[src/rtl/muldiv_seq_unit.sv]
// muldiv_seq_unit: iterative RV32M multiply/divide sequencer (shift-add multiply,
// restoring divide, one iteration per cycle, with divide fast paths and flush).
module muldiv_seq_unit #(
  parameter int DATA_WIDTH = 32
) (
  input  logic                  clk,
  input  logic                  rst_n,
  input  logic                  start_i,
  input  logic [2:0]            funct3_i,
  input  logic [DATA_WIDTH-1:0] rs1_i,
  input  logic [DATA_WIDTH-1:0] rs2_i,
  input  logic                  flush_i,
  output logic                  busy_o,
  output logic                  done_o,
  output logic [DATA_WIDTH-1:0] result_o
);
  localparam int W  = DATA_WIDTH;
  localparam int CW = $clog2(W);
  // encoding chosen so busy_o/done_o are direct state register bits
  typedef enum logic [1:0] {IDLE = 2'b00, BUSY = 2'b01, DONE = 2'b10} state_t;
  state_t        r_state, w_state_n;
  logic [CW-1:0] r_cnt;
  logic [2:0]    r_op;
  logic [W-1:0]  r_hi, r_lo, r_b, r_result;
  logic          r_neg, r_neg_r;
  logic          w_is_div, w_sa, w_sb, w_neg_a, w_neg_b, w_bz, w_ovf, w_fast, w_accept, w_last;
  logic [W-1:0]  w_mag_a, w_mag_b, w_fast_res, w_hi_n, w_lo_n, w_quo, w_rem, w_final;
  logic [W:0]    w_add, w_shift, w_diff;
  logic [2*W-1:0] w_prod, w_prod_s;
  assign w_is_div   = funct3_i[2];
  assign w_sa       = (funct3_i == 3'b001) | (funct3_i == 3'b010) | (funct3_i == 3'b100) | (funct3_i == 3'b110);
  assign w_sb       = (funct3_i == 3'b001) | (funct3_i == 3'b100) | (funct3_i == 3'b110);
  assign w_neg_a    = w_sa & rs1_i[W-1];
  assign w_neg_b    = w_sb & rs2_i[W-1];
  assign w_mag_a    = w_neg_a ? -rs1_i : rs1_i;
  assign w_mag_b    = w_neg_b ? -rs2_i : rs2_i;
  assign w_bz       = rs2_i == '0;
  assign w_ovf      = ~funct3_i[0] & (rs1_i == {1'b1, {(W-1){1'b0}}}) & (&rs2_i);
  assign w_fast     = w_is_div & (w_bz | w_ovf);
  assign w_fast_res = w_bz ? (funct3_i[1] ? rs1_i : '1) : (funct3_i[1] ? '0 : rs1_i);
  assign w_accept   = start_i & ~flush_i & (r_state != BUSY);
  assign w_last     = r_cnt == CW'(W-1);
  // r_hi/r_lo hold {partial product, multiplier} or {remainder, dividend/quotient}
  assign w_add      = {1'b0, r_hi} + (r_lo[0] ? {1'b0, r_b} : '0);
  assign w_shift    = {r_hi, r_lo[W-1]};
  assign w_diff     = w_shift - {1'b0, r_b};
  assign w_hi_n     = r_op[2] ? (w_diff[W] ? {r_hi[W-2:0], r_lo[W-1]} : w_diff[W-1:0]) : w_add[W:1];
  assign w_lo_n     = r_op[2] ? {r_lo[W-2:0], ~w_diff[W]} : {w_add[0], r_lo[W-1:1]};
  assign w_prod     = {w_hi_n, w_lo_n};
  assign w_prod_s   = r_neg ? -w_prod : w_prod;
  assign w_quo      = r_neg ? -w_lo_n : w_lo_n;
  assign w_rem      = r_neg_r ? -w_hi_n : w_hi_n;
  assign w_final    = r_op[2] ? (r_op[1] ? w_rem : w_quo)
                    : (r_op[1:0] == 2'b00 ? w_prod_s[W-1:0] : w_prod_s[2*W-1:W]);
  always_ff @(posedge clk or negedge rst_n)
    if (!rst_n) r_state <= IDLE;
    else r_state <= w_state_n;
  always_comb begin
    w_state_n = IDLE;
    if (!flush_i)
      w_state_n = (r_state == BUSY) ? (w_last ? DONE : BUSY)
                : start_i ? (w_fast ? DONE : BUSY) : IDLE;
  end
  always_ff @(posedge clk or negedge rst_n)
    if (!rst_n) begin
      r_cnt    <= '0;
      r_op     <= '0;
      r_hi     <= '0;
      r_lo     <= '0;
      r_b      <= '0;
      r_neg    <= 1'b0;
      r_neg_r  <= 1'b0;
      r_result <= '0;
    end else if (flush_i) begin
      r_cnt <= '0;
    end else if (w_accept) begin
      r_op    <= funct3_i;
      r_cnt   <= '0;
      r_neg   <= w_neg_a ^ w_neg_b;
      r_neg_r <= w_neg_a;
      r_hi    <= '0;
      r_lo    <= w_is_div ? w_mag_a : w_mag_b;
      r_b     <= w_is_div ? w_mag_b : w_mag_a;
      if (w_fast) r_result <= w_fast_res;
    end else if (r_state == BUSY) begin
      r_cnt <= r_cnt + CW'(1);
      r_hi  <= w_hi_n;
      r_lo  <= w_lo_n;
      if (w_last) r_result <= w_final;
    end
  assign busy_o   = r_state[0];
  assign done_o   = r_state[1];
  assign result_o = r_result;
endmodule

[config.mk]
export PLATFORM = sky130hd
export DESIGN_NAME = muldiv_seq_unit
export DESIGN_NICKNAME = d
export VERILOG_FILES = /design/src/rtl/muldiv_seq_unit.sv
export SDC_FILE = /design/constraint.sdc
export NUM_CORES = 1
export LEC_CHECK = 0
export CAP_MARGIN = 10
export CORE_UTILIZATION = 56
export CTS_CLUSTER_DIAMETER = 60
export DETAILED_ROUTE_END_ITERATION = 16
export HOLD_SLACK_MARGIN = 0.1
export PLACE_DENSITY = 0.82
export SLEW_MARGIN = 25
export SYNTH_ARGS = -nofsm -noshare
export SYNTH_HDL_FRONTEND = slang
export SYNTH_SLANG_ARGS = --single-unit
export TNS_END_PERCENT = 30
[constraint.sdc]
create_clock -name clk -period 5.4 [get_ports clk]
set_input_delay 1.08 -clock clk [delete_from_list [all_inputs] [get_ports clk]]
set_output_delay 1.08 -clock clk [all_outputs]
set_load 0.05 [all_outputs]
# [Word-level counts from Yosys, hierarchy flattened]
# Index checks and enable logic that the tools add are counted.
[totals] ff_bits=140
[op_classes] addsub=8 eq_ne=9 n_mux=33 bitwise_logic=17 reduce_logical=9
[ops] op="32-bit 2-to-1 mux" n=24
[ops] op="32-bit negator" n=4
[ops] op="64-bit 2-to-1 mux" n=1
[ops] op="64-bit negator" n=1
[ops] op="32-bit by 32-bit adder with 33-bit output" n=1
[ops] op="33-bit by 32-bit subtractor with 33-bit output" n=1
[ops] op="32-bit equality test (second input constant)" n=1
[ops] op="32-bit logical NOT" n=1
[ops] op="32-bit AND reduction" n=1
[ops] op="5-bit 2-to-1 mux" n=3
[ops] op="2-bit 2-to-1 mux" n=5
[ops] op="1-bit bitwise AND" n=7
[ops] op="3-bit equality test (second input constant)" n=2
[ops] op="1-bit bitwise OR" n=6
[ops] op="5-bit by 1-bit adder with 5-bit output (second input constant)" n=1
[ops] op="5-bit equality test (second input constant)" n=1
[ops] op="2-bit AND reduction" n=2
[ops] op="4-bit AND reduction" n=1
[ops] op="2-bit nonzero test" n=2
[ops] op="3-bit by 1-bit equality test with 1-bit output (second input constant)" n=1
[ops] op="3-bit by 2-bit equality test with 1-bit output (second input constant)" n=1
[ops] op="1-bit inverter" n=3
[ops] op="3-bit nonzero test" n=1
[ops] op="2-bit by 1-bit equality test with 1-bit output (second input constant)" n=1
[ops] op="other kinds (4)" n=4

# [Logic depth before layout (Yosys ltp)]
# Gate-level depths: netlist of run 1.
[logic_depth] word_depth=10 ltp_mapped=25 ltp_nobuf=23

# [Worst setup path after synthesis of run 1]
# OpenSTA, ideal clock, no wires.
[synth_timing] kind="flip-flop to flip-flop" start="register r_lo[31]" end="register r_result[18] (netlist: result_o[18])" setup_time_ns=0.136 arrival_time_ns=5.275 path_slack_ns=-0.011 path_stages_with_launch=26 period_less_slack_ns=5.411 path_cell_list="dfrtp_1 inv_1 ha_1 inv_1 fa_1 a211oi_1 or3_4 a211o_1 o211ai_2 a311oi_4 nor3_1 buf_2 a21oi_1 ha_1 o21ai_0 nand2b_1 or2_2 or2_2 clkbuf_1 nor2_1 nand2_1 or4_1 o31ai_1 xnor2_1 a221oi_1 a21oi_1"
[synth_between] elab_chain_cells=10
[synth_rtl] element="start, declared" line="24" rtl="logic [W-1:0] r_hi, r_lo, r_b, r_result;"
[synth_rtl] element="start signal, assigned" line="82" rtl="r_lo <= w_is_div ? w_mag_a : w_mag_b;"
[synth_rtl] element="start signal, assigned" line="88" rtl="r_lo <= w_lo_n;"
[synth_rtl] element="33-bit by 32-bit subtractor with 33-bit output" line="46" rtl="assign w_diff = w_shift - {1'b0, r_b};"
[synth_rtl] element="32-bit 2-to-1 mux or 1-bit inverter (tied branches)" line="47, 48"
[synth_rtl] element="32-bit 2-to-1 mux (on tied branches)" line="47, 48"
[synth_rtl] element="64-bit negator, or another cell as far along" line="50" rtl="assign w_prod_s = r_neg ? -w_prod : w_prod;"
[synth_rtl] element="64-bit 2-to-1 mux, or another cell as far along" line="50"
[synth_rtl] element="32-bit 2-to-1 mux (on tied branches)" line="54, 53"
[synth_rtl] element="32-bit 2-to-1 mux *" line="53" rtl="assign w_final = r_op[2] ? (r_op[1] ? w_rem : w_quo)"
[synth_rtl] element="32-bit 2-to-1 mux *" line="89" rtl="if (w_last) r_result <= w_final;"
[synth_rtl] element="32-bit 2-to-1 mux *" line="85" rtl="end else if (r_state == BUSY) begin"
[synth_rtl] element="32-bit 2-to-1 mux *" line="76" rtl="end else if (w_accept) begin"
[synth_rtl] element="end signal, assigned" line="84" rtl="if (w_fast) r_result <= w_fast_res;"
[synth_rtl] element="end signal, assigned" line="89"
[synth_rtl] element="end, declared" line="24"
# Mark *: on every way between the ends. The rest lies on a longest branch, timed or not. The select of a mux whose other input is x is not followed.
# A chain may end at the register's enable or synchronous reset.

# [Worst setup path after layout of run 1]
[layout_timing] start="register r_lo[31]" end="register r_result[17] (netlist: result_o[17])"
# Same word-level chain as after synthesis.

==> impl_metrics.csv, run 1 <==
group,metric,value,unit
cells_and_area,drive_above_1_share,10.1,%
synth,synth_seq_cells,140,
synth,ys.flop_type,"dfrtp_1",
grt,track_usage,46.4,%
hold_path,worstHoldEndpoint,"result_o[3]$_DFFE_PN0P_",
pwr,ir_worst_vdd,0.000320,V
placed_design,post-dp-hpwl,54500,µm
setup_path,r2r_end,"result_o[17]$_DFFE_PN0P_",
grt,grt_max_degree,100,
cts,numCtsBuffers,17,
sta,report.final.slew_viol_count,0,
setup_path,cpMaxStageDelayCell,"nor4_1",
hold_path,whs_path_depth,1,
setup_path,cp-end-kind,"register",
sta,fin_skew,0.00952,ns
sta,fmax,188,MHz
setup_path,worstPathCellList,"inv_1, ha_1, inv_1, fa_1, a211oi_2, or3_4, a211o_1, o211ai_2, buf_4, a311o_2, buf_12, a2111oi_0, a211oi_1, buf_4, nor4_1, nand2_1, mux2_2, a21oi_1, a211oi_1",
sta,maxSlewHeadroom,21.4,%
synth,syn_nets,2407,
setup_path,cp.required,5.72,ns
setup_path,crit_cells,19,
setup_path,crit_start,"r_lo[31]$_DFFE_PN0P_",
grt,antenna_found_initial,4,
synth,synth-async-reset-ratio,100,%
cells_and_area,fill_cells,2553,
synth,ys_seq_area_share,21.4,%
drt,vias_per_cell,6.91,
grt,grt-ovfl-total,0,
grt,grt_pass1_vias,17735,
floorplanning,pin_count,105,
synth,synth.distinct_cells,99,
hold_path,worstHoldStart,"result_o[3]$_DFFE_PN0P_",
cts,h-tree-depth,4,
setup_path,worstPathMaxFanout,7,
drt,drc,0,
setup_path,crit_family,"compound AO/OA/AOI/OAI gates",
sta,hold_viol,0,
cells_and_area,nets,2513,
cts,cts_buffer_depth,2,
flow_run,cap_violations,0,
drt,final_antenna_net_count,0,
cells_and_area,fin_util,66.4,%
floorplanning,dieArea,30000,µm²
pwr,power.density,592,nW/µm²
setup_path,startpoint_type,"register",
cts,cts_tree,"yes",
synth,synth_edf_count,0,
drt,wire_per_inst,25.6,µm
pwr,finalPower,11.3,mW
floorplanning,placement_rows,62,
drt,first_pass_iters,6,
setup_path,reg2reg_slack,0.07,ns
cells_and_area,syn_to_final_growth,16.5,%
setup_path,arrival,5.65,ns
setup_path,worstSetupPathType,"register to register",
cts,clock-sinks,140,
cells_and_area,layout_common_cells,"nand2_1 (247), nor2_1 (237), a21oi_1 (225)",
pwr,p_leak,7.81,nW
setup_path,rr_startpoint,"r_lo[31]$_DFFE_PN0P_",
status,status,"finished clean",
sta,tightestPinTransition,1.17,ns
sta,holdWs,0.496,ns
cts,root_buffer,"clkbuf_16",
synth,yosys_warnings,0,
setup_path,critPathBufInv,5,
synth,netlist_instances,2263,
grt,grt_pass1_wl,106000,µm
drt,num_vias,19124,
synth,avgSynthCellArea,7.25,µm²
floorplanning,start_util,57.0,%
cts,cts.clk_slew.worst_paths,0.06,ns
floorplanning,die_w,173,µm
cts,clk_latency,0.46,ns
floorplanning,die_h,173,µm
sta,period_needed,5.33,ns
placed_design,numPortBuffers,104,
synth,syn-cell-area,16400,µm²
floorplanning,core_area,28800,µm²
drt,routed_wl,70700,µm
placed_design,routabilityCongestion,1.06,
setup_path,worst_r2r_path_depth,19,
setup_path,cp_slowest_stage_delay,0.97,ns
sta,finalSetupViolations,0,
cts,postCtsHoldBufs,0,
cells_and_area,final_common_cell,"nand2_1",
sta,finalCritPeriodShare,98.8,%
drt,dr.first_iter.drc_count,2764,
hold_path,hold_class,"register to register",
## final cells by class
cell class	count	area [µm²]	area share (%)
Timing Repair Buffer	231	2070	10.8
Sequential cell	140	3510	18.3
Inverter	78	293	1.53
Multi-Input combinational cell	1901	12200	63.6
Clock buffer	21	480	2.51
Tap cell	384	480	2.51
Clock inverter	10	129	0.674
Antenna cell	1	2.50	0.0131
## stage by stage
step | instance area, µm² | TNS (ns) | setup WS, ns | std cells
floorplan | 16400 | 0 | 0.0914 | 2263
global placement | 18400 | 0 | 0.127 | 2730
detailed placement | 18400 | -0.00510 | -0.00510 | 2730
CTS | 19000 | 0 | 0.000397 | 2762
global route | 19100 | -0.114 | -0.0622 | 2765
finish | 19100 | 0 | 0.0672 | 2766
## registers in the layout (all words and copies together), names as in the netlist
signal	count
r_hi	32
result_o	32
r_neg_r	1
r_op	3
r_b	32
r_state	2
r_cnt	5
r_neg	1
r_lo	32
## power by group
| part | switching [mW] | total (mW) | internal, mW |
|---|---|---|---|
| registers | 0.314 | 1.61 | 1.29 |
| clock network | 0.536 | 1.27 | 0.735 |
| logic | 5.31 | 8.43 | 3.12 |
## synthesized netlist by cell type (14+ instances only)
library cell  count  share of area [%]
a211oi_1         23                1.1
o21ai_0         204                6.2
a31oi_1          30                1.1
dfrtp_1         140                 21
a21oi_1         230                7.0
mux2i_1          39                2.4
inv_1            77                1.8
nor3_1           56                1.7
nor4_1           14               0.53
nand2b_1         15               0.57
or3_1            30                1.1
a21o_1           22                1.0
ha_1             71                5.4
mux2_2           19                1.3
and2_1           44                1.7
o31ai_1          23                1.1
nand3_1          47                1.4
o221ai_1         18               0.96
buf_2            14               0.43
clkbuf_1        108                2.5
o211ai_1         17               0.78
buf_1            20               0.46
nand2_1         247                5.7
nand4_1          27                1.0
xor2_1           82                4.4
a221oi_1         15               0.80
xnor2_1         100                5.3
o22ai_1          26               0.99
a22o_1           15               0.80
nor2_1          240                5.5
## worst max-delay path by stage
stage / end / slack, ns
2_1_floorplan: result_o[18]$_DFFE_PN0P_ / 0.09
6_report: result_o[17]$_DFFE_PN0P_ / 0.07
3_5_place_dp: result_o[18]$_DFFE_PN0P_ / -0.005
3_3_place_gp: result_o[18]$_DFFE_PN0P_ / 0.13
5_1_grt: result_o[18]$_DFFE_PN0P_ / -0.06
4_1_cts: result_o[18]$_DFFE_PN0P_ / 0.0004
## logic make-up after synthesis
kind of cell	synth area share, %
and+or+nand+nor	23.6
AOI/OAI and AO/OA	30.1
buffers and inverters	5.26
xor gates and xnor gates	9.72
DFF	21.4
adders and majority gates	6.33
muxes	3.68
## routing by layer
layer	global-route usage [%]	routed length, µm	vias to the layer above
li1	-	-	8478
met1	58.4	26400	8933
met5	0	13	-
met3	11.5	8720	296
met4	31.5	5270	2
met2	70.1	30300	1415
## what timing repair did
action	CTS	global route
gates resized for setup	0	18
setup buffers	1	3
pin swaps	1	4
setup endpoints to repair	2	17
(Power assumes the default switching activity.)
==> inputs of run 2 (changes only) <==
CELL_PAD_IN_SITES_DETAIL_PLACEMENT = 1   (was default)
CELL_PAD_IN_SITES_GLOBAL_PLACEMENT = 1   (was default)
CORE_MARGIN = 5   (was default)
CORE_UTILIZATION = 41   (was 56)
==> impl_metrics.csv, run 2 (synthesis gave the netlist of run 1 again) <==
group,metric,value,unit
sta,finalCritPeriodShare,97.0,%
hold_path,hold_class,"register to register",
grt,grt-ovfl-total,0,
drt,final_antenna_net_count,0,
grt,antenna_found_initial,1,
drt,dr.first_iter.drc_count,1864,
drt,wire_per_inst,26.5,µm
cells_and_area,drive_above_1_share,10.3,%
setup_path,cpMaxStageDelayCell,"or4_1",
setup_path,crit_family,"compound AO/OA/AOI/OAI gates",
floorplanning,start_util,41.4,%
pwr,finalPower,11.4,mW
setup_path,worstPathMaxFanout,14,
floorplanning,die_w,210,µm
placed_design,routabilityCongestion,1.03,
cells_and_area,layout_common_cells,"nand2_1 (247), nor2_1 (237), a21oi_1 (227)",
grt,track_usage,33.9,%
setup_path,cp_common_cell,"a21oi_1",
setup_path,worstPathCellList,"inv_1, ha_1, a21oi_1, o21ai_1, a21bo_1, a2111o_1, a22o_2, buf_4, or4_1, a31oi_2, nand3b_1, or2_2, o31ai_1, xnor2_1, a221oi_2, a21oi_1",
setup_path,critPathBufInv,2,
floorplanning,placement_rows,73,
cells_and_area,fill_cells,5058,
pwr,power.density,594,nW/µm²
grt,grt_pass1_vias,19113,
setup_path,cp-end-kind,"register",
sta,hold_viol,0,
setup_path,reg2reg_slack,0.16,ns
floorplanning,die_h,210,µm
floorplanning,dieArea,44100,µm²
grt,grt_pass1_wl,117000,µm
drt,num_vias,18928,
cells_and_area,nets,2518,
sta,period_needed,5.24,ns
setup_path,cp.required,5.70,ns
pwr,p_leak,7.78,nW
placed_design,post-dp-hpwl,61600,µm
setup_path,arrival,5.54,ns
cells_and_area,syn_to_final_growth,17.1,%
cells_and_area,final_common_cell,"nand2_1",
cells_and_area,multi_input_comb_area,12200,µm²
setup_path,startpoint_type,"register",
drt,drc,0,
cts,h-tree-depth,4,
sta,rsz0062_at_grt,"yes",
cts,clock-sinks,140,
flow_run,cap_violations,0,
placed_design,numPortBuffers,104,
pwr,ir_worst_vdd,0.000272,V
cells_and_area,n_antenna_cell,0,
cts,cts_buffer_depth,2,
sta,report.final.slew_viol_count,0,
cts,numCtsBuffers,17,
cts,root_buffer,"clkbuf_16",
sta,fmax,191,MHz
setup_path,worstSetupPathType,"register to register",
cells_and_area,layoutNonFillerInstCount,2910,
status,status,"finished clean",
sta,maxSlewHeadroom,25.9,%
grt,grt_max_degree,69,
sta,finalSetupViolations,0,
drt,routed_wl,77200,µm
drt,vias_per_cell,6.50,
floorplanning,core_area,39600,µm²
cts,cts.clk_slew.worst_paths,0.06,ns
sta,fin_skew,0.0132,ns
placed_design,dp_cells,2877,
cts,cts_tree,"yes",
drt,first_pass_iters,6,
setup_path,cp_slowest_stage_delay,0.55,ns
floorplanning,pin_count,105,
cts,clk_latency,0.45,ns
sta,tightestPinTransition,1.11,ns
cells_and_area,seqCellArea,3510,µm²
-- run 2: metrics by stage --
stage,TNS (ns),hold WS (ns),instance area (µm²),utilization (%),worst slack [ns]
global placement,0,0.480,18500,46.8,0.0790
detailed placement,-0.167,0.495,18500,46.8,-0.112
finish,0,0.500,19200,48.5,0.162
floorplan,0,0.464,16400,-,0.0914
CTS,0,0.510,19100,48.2,0.0228
global route,-0.103,0.541,19200,48.5,-0.0612
-- run 2: power breakdown --
part	internal (mW)	switching (mW)	total [mW]
Clock	0.641	0.519	1.16
Combinational	3.10	5.56	8.67
Sequential	1.30	0.298	1.59
-- run 2: layout make-up --
class	count	area share, %
multi-input cells	1901	63.4
repair buffers	236	10.6
clock buffers	20	2.32
flip-flops and latches	140	18.3
clock inverters	10	0.488
inverters	78	1.52
well taps	525	3.42
-- run 2: tightest hold or removal path, delay by kind of cell (launching register included) --
family | cells | cell delay [ns]
flops | 1 | 0.34
simple gates | 2 | 0.12
-- run 2: final timing paths --
kind / start / end / cells after the start
max: r_b[25]$_DFFE_PN0P_ / result_o[18]$_DFFE_PN0P_ / 16
min: result_o[11]$_DFFE_PN0P_ / result_o[11]$_DFFE_PN0P_ / 2
max reg2reg: r_b[25]$_DFFE_PN0P_ / result_o[18]$_DFFE_PN0P_ / 16
min reg2reg: result_o[11]$_DFFE_PN0P_ / result_o[11]$_DFFE_PN0P_ / 2
max in group asynchronous: rst_n / r_neg$_DFFE_PN0P_ / 2
min in group asynchronous: rst_n / result_o[27]$_DFFE_PN0P_ / 1
-- run 2: what timing repair did --
item	4_1_cts	5_1_grt
resized for setup	3	22
pin swaps	0	8
hold endpoints to repair	0	0
endpoints found under the setup margin	2	19
buffers inserted	0	3
hold buffers	0	0
-- run 2: layer usage --
layer  vias to the layer above  wire (µm)  part of all wire, %  GRT usage [%]
li1                       8483          -                    -              -
met5                         -         20                0.026              0
met1                      9334      31500                   41           43.7
met3                       226       5900                  7.6           5.51
met2                       883      35000                   45           54.8
met4                         2       4780                  6.2           17.7
